**src/rtl/cpu_pkg.sv**
```systemverilog
// cpu_pkg: step codes and opcodes shared by the sequencer and the bus-control decoder.
// The optional retire counter is controlled by CTRL_RETIRE_CNT_EN in control_sequencer.
package cpu_pkg;

    typedef enum logic [3:0] {
        ST_IDLE   = 4'h0,
        ST_ILL    = 4'h1,
        ST_LOAD   = 4'h2,
        ST_MOVE   = 4'h3,
        ST_LDPC   = 4'h4,
        ST_BRANCH = 4'h5,
        ST_SUB0   = 4'h6,
        ST_SUB1   = 4'h7,
        ST_SUB2   = 4'h8,
        ST_ADD0   = 4'h9,
        ST_ADD1   = 4'hA,
        ST_ADD2   = 4'hB,
        ST_XOR0   = 4'hC,
        ST_XOR1   = 4'hD,
        ST_XOR2   = 4'hE
    } step_e;

    localparam logic [3:0] OP_LOAD   = 4'd0;
    localparam logic [3:0] OP_MOVE   = 4'd1;
    localparam logic [3:0] OP_LDPC   = 4'd2;
    localparam logic [3:0] OP_BRANCH = 4'd3;
    localparam logic [3:0] OP_SUB    = 4'd4;
    localparam logic [3:0] OP_ADD    = 4'd5;
    localparam logic [3:0] OP_XOR    = 4'd6;

    function automatic logic is_last_step(input step_e s);
        return s inside {ST_LOAD, ST_MOVE, ST_LDPC, ST_BRANCH, ST_ILL, ST_SUB2, ST_ADD2, ST_XOR2};
    endfunction

endpackage

```
**src/rtl/seq_first_step.sv**
```systemverilog
// seq_first_step: maps an opcode to the first step code of its sequence.
module seq_first_step
    import cpu_pkg::*;
(
    input  logic [3:0] opcode,
    output step_e      first_step
);

    always_comb begin
        case (opcode)
            OP_LOAD:   first_step = ST_LOAD;
            OP_MOVE:   first_step = ST_MOVE;
            OP_LDPC:   first_step = ST_LDPC;
            OP_BRANCH: first_step = ST_BRANCH;
            OP_SUB:    first_step = ST_SUB0;
            OP_ADD:    first_step = ST_ADD0;
            OP_XOR:    first_step = ST_XOR0;
            default:   first_step = ST_ILL;
        endcase
    end

endmodule

```
**src/rtl/control_sequencer.sv**
```systemverilog
// control_sequencer: instruction step sequencer driving the bus-control decoder.
// Define CTRL_RETIRE_CNT_EN to add the retire_cnt output counting legal completions.
module control_sequencer
    import cpu_pkg::*;
(
    input  logic        clk,
    input  logic        resetn,
    input  logic        run,
    input  logic [15:0] instr,
    output logic [3:0]  state,
    output logic [15:0] instr_q,
    output logic        busy,
    output logic        done,
    output logic        illegal
`ifdef CTRL_RETIRE_CNT_EN
    ,
    output logic [15:0] retire_cnt
`endif
);

    step_e       state_q, state_d, first_step;
    logic [15:0] instr_d;
    logic        armed_q, accept;

    seq_first_step u_first_step (
        .opcode     (instr[15:12]),
        .first_step (first_step)
    );

    // armed_q blocks acceptance on the first edge after reset is released
    always_ff @(posedge clk or negedge resetn) begin
        if (!resetn) begin
            state_q <= ST_IDLE;
            instr_q <= 16'h0000;
            armed_q <= 1'b0;
        end else begin
            state_q <= state_d;
            instr_q <= instr_d;
            armed_q <= 1'b1;
        end
    end

    always_comb begin
        accept  = armed_q && run && (state_q == ST_IDLE || done);
        state_d = ST_IDLE;
        instr_d = instr_q;
        if (accept) begin
            state_d = first_step;
            instr_d = instr;
        end else begin
            case (state_q)
                ST_SUB0: state_d = ST_SUB1;
                ST_SUB1: state_d = ST_SUB2;
                ST_ADD0: state_d = ST_ADD1;
                ST_ADD1: state_d = ST_ADD2;
                ST_XOR0: state_d = ST_XOR1;
                ST_XOR1: state_d = ST_XOR2;
                default: state_d = ST_IDLE;
            endcase
        end
    end

    always_comb begin
        state   = state_q;
        busy    = state_q != ST_IDLE;
        done    = is_last_step(state_q);
        illegal = state_q == ST_ILL;
    end

`ifdef CTRL_RETIRE_CNT_EN
    logic [15:0] retire_cnt_q;

    always_ff @(posedge clk or negedge resetn) begin
        if (!resetn)
            retire_cnt_q <= 16'h0000;
        else if (done && !illegal)
            retire_cnt_q <= retire_cnt_q + 16'h0001;
    end

    assign retire_cnt = retire_cnt_q;
`endif

endmodule

```
**config.mk**
```make
export PLATFORM = sky130hd
export DESIGN_NAME = control_sequencer
export DESIGN_NICKNAME = d
export VERILOG_FILES = /design/src/rtl/cpu_pkg.sv /design/src/rtl/seq_first_step.sv /design/src/rtl/control_sequencer.sv
export SDC_FILE = /design/constraint.sdc
export NUM_CORES = 1
export LEC_CHECK = 0
export CAP_MARGIN = 20
export CORE_MARGIN = 2
export CORE_UTILIZATION = 25
export DETAILED_ROUTE_END_ITERATION = 10
export SETUP_SLACK_MARGIN = 0.4
export SLEW_MARGIN = 25
export SYNTH_ARGS = -nofsm -noshare
export SYNTH_HDL_FRONTEND = slang
export SYNTH_SLANG_ARGS = --single-unit
```
**constraint.sdc**
```tcl
create_clock -name clk -period 4.7 [get_ports clk]
set_input_delay 1.175 -clock clk [delete_from_list [all_inputs] [get_ports clk]]
set_output_delay 1.175 -clock clk [all_outputs]
set_load 0.005 [all_outputs]
```
## Yosys cells after proc, flatten, opt, wreduce, memory -nomap -nowiden

Index checks and enable logic that the tools add are counted.

- Bits in registers: 21
- Input bits: 19
- Output and inout bits: 23
- Word-level logic and storage cells: 33

- Eq/ne operators: 20
- Multiplexer cells: 3
- Reductions and logical operators: 7

Operator list:

| kind | count |
|---|---|
| 4-bit by 3-bit == test with 1-bit output, second input constant | 7 |
| 4-bit == test, second input constant | 7 |
| 4-bit case mux with 7 select lines | 1 |
| 4-bit case mux with 6 select lines | 1 |
| 4-bit by 2-bit == test with 1-bit output, second input constant | 4 |
| 4-bit by 1-bit == test with 1-bit output, second input constant | 2 |
| 4-bit logical NOT | 2 |
| 8-bit nonzero test | 1 |
| 4-bit 2-to-1 mux | 1 |
| 4-bit nonzero test | 1 |
| 1-bit logical AND | 2 |
| 1-bit logical OR | 1 |

## Depth between registers and ports, before layout

- Word-level depth: 5
- Mapped depth: 6
- Gate-level depth less buffers: 4

## By module

A second synthesis with hierarchy kept.

- Cells, all modules: 79
- Area total of the unflattened synthesis: 1012.2 um2

By module, submodules not included:

| module | instances | cells an instance | area an instance (um2) | seq. area each (um2) |
|---|---|---|---|---|
| control_sequencer | 1 | 72 | 963.4 | 525.5 |
| seq_first_step | 1 | 7 | 48.8 | 0.0 |

## Worst setup path after synthesis

No wires, ideal clock.

- Kind: reg2out
- From: register state_q[2] (netlist: state[2])
- To: output port busy
- Arrival time: 1.302 ns
- Required time: 3.525 ns
- Setup slack: 2.223 ns
- Cell stages (with the launch flop): 4
- Buffers on the path: 1
- Cells stage by stage: dfrtp_1 > buf_2 > or3_2 > or2_2

- Cells in the longest elaborated chain, start to end: 1

Ends and longest elaborated chain:

| element | RTL line | source |
|---|---|---|
| start: declaration | control_sequencer.sv:21 | `step_e state_q, state_d, first_step;` |
| start signal: assignment | control_sequencer.sv:37 | `state_q <= state_d;` |
| 4-bit nonzero test | control_sequencer.sv:65 | `busy = state_q != ST_IDLE;` |
| end: declaration | control_sequencer.sv:12 | `output logic busy,` |

No other way between the ends.

## Final worst setup path

Same ends and word-level chain as after synthesis.

==> flow_metrics.tcl <==
set metrics [dict create \
    netlist_instances 75 \
    fmax_mhz 315 \
    cts_setup_buffers 0 \
    dp.cells 163 \
    crit_required_ns 3.52 \
    drive_gt1_share_pct 24.8 \
    synth_edf_count 0 \
    ctsHoldBuffers 0 \
    netlist_area_um2 1040 \
    p_leak_nw 0.660 \
    viasPerCell 4.42 \
    rsz0062_at_grt "false" \
    cts_tree "built" \
    clock_path_buffers 2 \
    fin_cells 167 \
    critical-path-max-stage-delay_ns 0.53 \
    critPathKind "register to output port" \
    worst_skew_pair.late_latency_ns 0.26 \
    die_w_um 68.5 \
    powerDensity_nw_per_um2 309 \
    final.setup.tns_ns 0 \
    antenna_left 0 \
    area_delta_synth_final_pct 47.2 \
    drt_iter0_drc 15 \
    diodes 0 \
    yosys.cell_types.count 27 \
    initial_utilization_pct 26.0 \
    reg2reg_from "state[1]" \
    ys_ff_latch 21 \
    ys.flop_type "dfrtp_1" \
    root_buffer "clkbuf_8" \
    r2r_end "instr_q[7]" \
    yosysMostFrequentCell "dfrtp_1" \
    drc 0 \
    layout.nets 137 \
    synth_seq_area_share_pct 50.5 \
    slowest_stage "or3_2" \
    yosysTopAreaCell "dfrtp_1" \
    worstPathCellList "or3_2, or2_2, clkdlybuf4s50_1" \
    dieArea_um2 4690 \
    cts.clk_slew.worst_paths_ns 0.07 \
    skew_ns 0.00443 \
    die_h_um 68.5 \
    num_rows 23 \
    dr.pass1.iters 2 \
    antenna_found_initial 0 \
    finalHoldViolations 0 \
    routedWlPerCell_um 13.4 \
    synthTopCellsByCount "dfrtp_1, mux2_4, nand2_1" \
    crit_family "simple AND/OR/NAND/NOR gates" \
    ys_async_sr_fraction_pct 100 \
    setup_viol 0 \
    critPathLaunchType "register" \
    setup.worst_path.start "state[2]" \
    cts_max_level 1 \
    status "completed" \
    synth_top_area_share_pct 50.5 \
    synth.area.top_cells "dfrtp_1, mux2_4, o311ai_4, buf_6, o21ai_0" \
    drv_slew 0 \
    cp_num_cells 3 \
    place_hpwl_um 1620 \
    ys_warn_count 0 \
    multiInputGateArea_um2 483 \
    clock-sinks 21 \
    vdd_drop_max_mv 0.103 \
    cp_num_buf_inv 1 \
    grt_overflow 0 \
    fillers 369 \
    grt_pass1_wl_um 3570 \
    numPortBuffers 41 \
    grt_max_degree 22 \
    crit_end "busy" \
    rr_worst_depth 5 \
    hold_path_class "register to register" \
    ctsResizeCount 0 \
    post-route-min-period_ns 3.18 \
    grt_pass1_vias 721 \
    ios 42 \
    syn-num-nets 94 \
    critPathCaptureType "output port" \
    core_area_um2 4000 \
    syn_area_per_cell_um2 13.9 \
    rrSetupSlack_ns 2.79 \
    arrival_ns 2.00 \
    globalplace.congestion 0.668 \
    cap_violations 0 \
    vias 738 \
    totalWireLength_um 2230 \
    fin_crit_sh_pct 67.6 \
    numCtsBuffers 3 \
    grt.total_usage_pct 10.3 \
    path_max_fanout 12 \
    layout.area.seq_um2 526 \
]
cell families (layout without fill, tap and decap cells):
logic type | count (synthesis) | count (layout) | synth area share (%)
AOI/OAI and AO/OA | 12 | 12 | 9.63
xor gates and xnor gates | 2 | 2 | 1.69
buffers and inverters | 4 | 46 | 3.01
DFF | 21 | 21 | 50.5
muxes | 16 | 16 | 23.1
other | 1 | 1 | 0.361
and+or+nand+nor | 19 | 19 | 11.7
power by group:
group | internal [mW] | switching, mW | total [mW]
clock network | 0.0590 | 0.0586 | 0.118
logic | 0.0968 | 0.0378 | 0.135
registers | 0.204 | 0.0158 | 0.220
worst min-delay path by stage:
stage               startpoint         end  slack, ns  cells past startpoint
finish              instr_q[8]  instr_q[8]       0.51                      1
global route        instr_q[8]  instr_q[8]       0.53                      1
CTS                 instr_q[8]  instr_q[8]       0.52                      1
detailed placement  instr_q[5]  instr_q[5]       0.49                      1
global placement    instr_q[9]  instr_q[9]       0.49                      1
floorplan           instr_q[0]  instr_q[0]       0.51                      1
cells in the final DEF, fill, tap and decap left out, drive strengths merged, types with 2 or more instances in the layout:
| master | netlist | layout |
|---|---|---|
| and3b | 2 | 2 |
| buf | 3 | 2 |
| clkbuf | 1 | 3 |
| clkdlybuf4s50 | 0 | 40 |
| dfrtp | 21 | 21 |
| mux2 | 16 | 16 |
| nand2 | 5 | 5 |
| nand2b | 3 | 3 |
| nor2 | 4 | 4 |
| o211ai | 2 | 2 |
| o21ai | 4 | 4 |
state kept, by name, indices dropped and copies added, names as in the netlist:
name	cells
armed_q	1
instr_q	16
state	4
through the flow:
step | worst slack (ns) | cell area [µm²] | util [%] | power, mW | hold slack, ns
after floorplan | 2.22 | 1040 | - | 0.279 | 0.506
after global placement | 1.83 | 1490 | 37.2 | 0.357 | 0.490
after detailed placement | 1.80 | 1490 | 37.2 | 0.360 | 0.493
after CTS | 1.50 | 1540 | 38.4 | 0.483 | 0.517
after global routing | 1.44 | 1530 | 38.3 | 0.504 | 0.532
final | 1.52 | 1530 | 38.3 | 0.472 | 0.512
per-layer routing:
layer	GRT usage [%]	share of wire (%)
met1	14.1	46
met2	15.3	44
met3	3.08	9.2
met4	4.00	0.94
met5	0	0
cell type report:
class                   instances  area share [%]
flip-flops and latches         21            34.3
clock inverters                 1           0.327
repair buffers                 42            27.0
multi-input cells              50            31.6
well taps                      50            4.09
clock buffers                   3            2.70
Power figures use the tool's default switching activity.
